==> config.mk <==
export PLATFORM = sky130hd
export DESIGN_NAME = pipe_stage_skid_v
export DESIGN_NICKNAME = d
export VERILOG_FILES = /design/src/rtl/pipe_stage_skid_v.sv
export SDC_FILE = /design/constraint.sdc
export NUM_CORES = 1
export LEC_CHECK = 0
export ABC_CLOCK_PERIOD_IN_PS = 2700
export BUFFER_PORTS_ARGS = -buffer_cell sky130_fd_sc_hd__buf_2
export CAP_MARGIN = 5
export CELL_PAD_IN_SITES_DETAIL_PLACEMENT = 1
export CELL_PAD_IN_SITES_GLOBAL_PLACEMENT = 2
export CORE_MARGIN = 1.5
export CORE_UTILIZATION = 32
export DETAILED_ROUTE_END_ITERATION = 10
export GPL_TIMING_DRIVEN = 0
export PLACE_DENSITY_LB_ADDON = 0.05
export REMOVE_ABC_BUFFERS = 1
export SLEW_MARGIN = 30
export SYNTH_ARGS = -nofsm -noshare
export SYNTH_HDL_FRONTEND = slang
export SYNTH_SLANG_ARGS = --single-unit
==> constraint.sdc <==
create_clock -name clk -period 2.7 [get_ports clk]
set_input_delay 0.54 -clock clk [delete_from_list [all_inputs] [get_ports clk]]
set_output_delay 0.54 -clock clk [all_outputs]
set_load 0.02 [all_outputs]
==> src/rtl/pipe_stage_skid_v.sv <==
// rtl/pipe_stage_skid_v.sv - generic valid/ready pipeline stage with 2-entry skid buffer
// Optional stall/bubble counters are built only when PIPE_STATS_EN is defined.
module pipe_stage_skid_v #(
  parameter int DATA_W       = 32,
  parameter bit CLR_ON_FLUSH = 1'b0,
  parameter int CNT_W        = 16
) (
  input  logic              clk,
  input  logic              reset,
  input  logic              flush,
  input  logic              in_valid,
  output logic              in_ready,
  input  logic [DATA_W-1:0] in_data,
  output logic              out_valid,
  input  logic              out_ready,
  output logic [DATA_W-1:0] out_data,
  output logic [1:0]        occupancy,
  input  logic              stats_clr,
  output logic [CNT_W-1:0]  stall_cnt,
  output logic [CNT_W-1:0]  bubble_cnt
);

  typedef enum logic [1:0] {
    ST_EMPTY = 2'd0,
    ST_ONE   = 2'd1,
    ST_FULL  = 2'd2,
    ST_BAD   = 2'd3
  } state_t;

  state_t            state_q, state_d, st;
  logic [DATA_W-1:0] main_q, main_d;
  logic [DATA_W-1:0] skid_q, skid_d;
  logic              in_fire, out_fire;

  // The unused encoding behaves exactly like EMPTY everywhere it is decoded.
  assign st        = (state_q == ST_BAD) ? ST_EMPTY : state_q;
  assign out_valid = (st != ST_EMPTY);
  assign in_ready  = (st != ST_FULL);
  assign out_data  = main_q;
  assign occupancy = st;

  assign in_fire  = in_valid & in_ready;
  assign out_fire = out_valid & out_ready;

  always_comb begin
    state_d = st;
    main_d  = main_q;
    skid_d  = skid_q;
    if (flush) begin
      state_d = ST_EMPTY;
      if (CLR_ON_FLUSH) begin
        main_d = '0;
        skid_d = '0;
      end
    end else begin
      case (st)
        ST_EMPTY: begin
          if (in_fire) begin
            main_d  = in_data;
            state_d = ST_ONE;
          end
        end
        ST_ONE: begin
          if (in_fire && !out_fire) begin
            skid_d  = in_data;
            state_d = ST_FULL;
          end else if (in_fire && out_fire) begin
            main_d  = in_data;
          end else if (out_fire) begin
            state_d = ST_EMPTY;
          end
        end
        ST_FULL: begin
          if (out_fire) begin
            main_d  = skid_q;
            state_d = ST_ONE;
          end
        end
        default: state_d = ST_EMPTY;
      endcase
    end
  end

  always_ff @(posedge clk) begin
    if (!reset) begin
      state_q <= ST_EMPTY;
      main_q  <= '0;
      skid_q  <= '0;
    end else begin
      state_q <= state_d;
      main_q  <= main_d;
      skid_q  <= skid_d;
    end
  end

`ifdef PIPE_STATS_EN
  logic [CNT_W-1:0] stall_q, stall_d;
  logic [CNT_W-1:0] bubble_q, bubble_d;

  always_comb begin
    stall_d  = stall_q;
    bubble_d = bubble_q;
    if (stats_clr) begin
      stall_d  = '0;
      bubble_d = '0;
    end else if (!flush) begin
      if (out_valid && !out_ready && (stall_q != '1)) stall_d = stall_q + 1'b1;
      if (!out_valid && out_ready && (bubble_q != '1)) bubble_d = bubble_q + 1'b1;
    end
  end

  always_ff @(posedge clk) begin
    if (!reset) begin
      stall_q  <= '0;
      bubble_q <= '0;
    end else begin
      stall_q  <= stall_d;
      bubble_q <= bubble_d;
    end
  end

  assign stall_cnt  = stall_q;
  assign bubble_cnt = bubble_q;
`else
  logic stats_clr_unused;
  assign stats_clr_unused = stats_clr;
  assign stall_cnt        = '0;
  assign bubble_cnt       = '0;
`endif

endmodule

==> metrics.md <==
| Metric | Value |
|---|---|
| Outcome | `complete, no violations` |
| RSZ-0062 raised after global routing | `no` |
| Worst skew pair latency | `0.34 ns` |
| GRT Overall Usage | `17.2%` |
| # setup viols final | `0` |
| Post-synthesis adder-cell area fraction | `~1.5%` |
| P_leak | `1.63 nW` |
| Util after Layout | `39.0%` |
| Nets@finish | `487` |
| Die area | `11100 sq um` |
| Design area | `3990 sq um` |
| Crit start category | `flop` |
| Area of the core | `between 10000 and 15000 sq um` |
| Hold Vio Cnt, Final | `0` |
| Xor/xnor share of the synthesized area | `0.261%` |
| Max_slew headroom | `50.3%` |
| Routed wire length | `9.23 mm` |
| Largest family of logic cells by synthesized area | `compound AO/OA/AOI/OAI gates` |
| Pwr/cell area | `632 nW/um^2` |
| Slew Viols, Final | `0` |
| Synthesized cell area | `~3300 sq um` |
| Min-delay worst type | `input port to flop` |
| DP HPWL | `5.13 mm` |
| Reg2reg setup slack | `0.26 ns` |
| Clock Skews | `0.00971 ns` |
| Initial Utilization | `32.7%` |
| Total of max-cap violations | `0` |
| RePlAce Congestion | `0.694` |
| Period utilization | `90.4%` |
| DRT Pass-1 Iters | `6` |
| # port buffers | `72` |
| Fraction of layout cells with a size suffix above 1 | `between 20% and 30%` |
| Root Buffer | `clkbuf_8` |
| Pre-CTS setup slack | `-0.375 ns` |
| Grt total ovfl | `0` |
| Initial antenna violation count | `0` |
| Mean area per synthesized cell | `8.70 sq um` |
| Drt wl/cell | `15.7 um` |
| Post-placement cell area | `3680 sq um` |
| CTS Buffer Depth | `2` |
| Post-layout power | `0.00252 W` |
| R2R Path End | `skid_q[23]` |
| Layout overhead on the synthesized area | `19.2%` |
| Diodes inserted | `0` |
| Clock Sinks | `66` |
| FP Rows | `37` |
| CP Capture Type | `flop` |
| H-tree levels | `3` |
| Num ports | `approximately 110` |
| CP startpoint | `state_q[0]` |
| Synthesized netlist cell count | `~390` |
| Worst-path clk slew | `0.08 ns` |
| FMAX | `0.410 GHz` |
| Commonest non-fill, non-tap cell in the layout | `nand2_1` |
| RR Startpoint | `state_q[0]` |
| Die W | `between 100 and 150 um` |
| Peak supply drop | `0.250 mV` |
| Netlist cell types | `29` |
| Worst hold slack | `between 0.4 and 0.5 ns` |
| Via Count | `around 2.8k` |
| WS Path Type | `flop to flop` |
| Reg2reg path depth | `6` |
| Routed Antenna Nets | `0` |
| Vias in the first global route | `2760` |
| CP max FO | `32` |
| Post-synthesis mux area share | `0%` |
| CTS Buf Count | `9` |
| Final min period | `roughly 2.4 ns` |
| First-pass GRT wire length | `~15 mm` |
| Final worst slack | `0.258 ns` |
| Sequential area share after synthesis | `just under 40%` |
| Vias per cell | `4.77` |
| Largest net degree at the start of global routing | `68` |
| Drt initial violations | `93` |
| Hold_buf cts | `0` |
| Commonest non-fill, non-tap cells in the layout | `100 x nand2_1, 71 x buf_2, 66 x dfxtp_1, 33 x nand2b_1` |
| CP Data Required Time | `2.97 ns` |
| Chip height | `105 um` |
| Drc violations | `0` |
| Synthesis Warnings | `0` |
| Worst EP arrival | `2.71 ns` |
| Simple-Gate Fraction of Synth Area | `approximately 20%` |
| Synth Area in Compound Gates | `26.1%` |
| Critical path endpoint | `skid_q[23]` |
| Flops & latches, synth | `66` |
| Least-Margin Pin Slew | `0.745 ns` |
| TritonCTS clock tree | `yes` |
## cells in the mapped netlist
library cell	instances	area (sq um)
buf_4	36	270
nand4b_2	1	15.0
buf_6	3	33.8
nand2_1	100	375
and4b_1	1	10.0
o22ai_1	32	200
inv_1	4	15.0
a31oi_1	1	6.26
nor3_1	1	5.00
a211oi_1	1	7.51
xnor2_1	1	8.76
nor2b_1	1	6.26
buf_2	8	40.0
a21boi_1	32	240
o221a_2	1	11.3
clkbuf_1	16	60.1
nand2b_1	34	213
dfxtp_1	66	1320
a22oi_2	30	375
ha_1	4	50.1
a21oi_1	2	10.0
nand3_1	1	5.00
and2b_1	1	7.51
conb_1	1	3.75
a22oi_1	2	15.0
inv_2	1	3.75
o21ai_0	2	10.0
and4bb_1	1	12.5
nand3_4	1	17.5
## cell families after synthesis
kind of cell | Yosys count
adder cells (fa/ha/maj) | 4
flip-flops | 66
XOR/XNOR | 1
AO/OA/AOI/OAI | 103
AND/OR/NAND/NOR | 142
buffers and inverters | 68
other | 1
## worst max-delay path: stages (launching register included)
cell      delay (ns)
dfxtp_1         0.36
inv_1           0.09
ha_4            0.30
nand2b_2        0.45
and4b_2         0.84
nand2_1         0.15
a21boi_1        0.17
## registers in the layout (all words and copies together) (netlist names)
name      flops
out_data     32
skid_q       32
state_q       2
## stage by stage
stage / instances / TNS (ns)
after global routing: 586 / 0
after global placement: 561 / -91.58
after CTS: 581 / 0
final: 586 / 0
after floorplan: 353 / -16.10
after detailed placement: 563 / -11.48
## repair_timing
action                                 CTS  global route
cloned                                   2             0
pin swaps                                1             0
setup endpoints to repair               32             5
setup buffers                            0             5
endpoints found under the hold margin    0             0
resized for setup                        1             0
## cell type report
type / count / area (sq um)
Fill cell: 1226 / 6240
Clock inverter: 6 / 114
Timing Repair Buffer: 79 / 448
Clock buffer: 10 / 138
Tap cell: 136 / 170
Multi-Input combinational cell: 284 / 1780
Sequential cell: 66 / 1320
Inverter: 5 / 18.8
## where the power goes
group          switching, W  internal (W)
registers         0.0000257       0.00103
logic              0.000261      0.000143
clock network      0.000425      0.000641
total              0.000712       0.00181
## metal layers
layer  vias up  global-route usage, %  routed length, um
met5         -                      0                  0
met1      1336                   22.4               4310
li1       1376                      -                  -
met2        66                   27.3               4260
met3        15                   4.08                476
met4         0                   6.85                177
## worst min path at each step
stage,start,to,slack [ns],cells after the start
final,in_data[11],skid_q[11],0.44,3
after global routing,in_data[24],skid_q[24],0.44,3
after CTS,in_data[28],skid_q[28],0.42,3
after detailed placement,skid_q[12],skid_q[12],0.44,2
after global placement,skid_q[0],skid_q[0],0.43,2
after floorplan,skid_q[0],skid_q[0],0.43,2
Note: power is estimated with default switching activity, not from simulation.
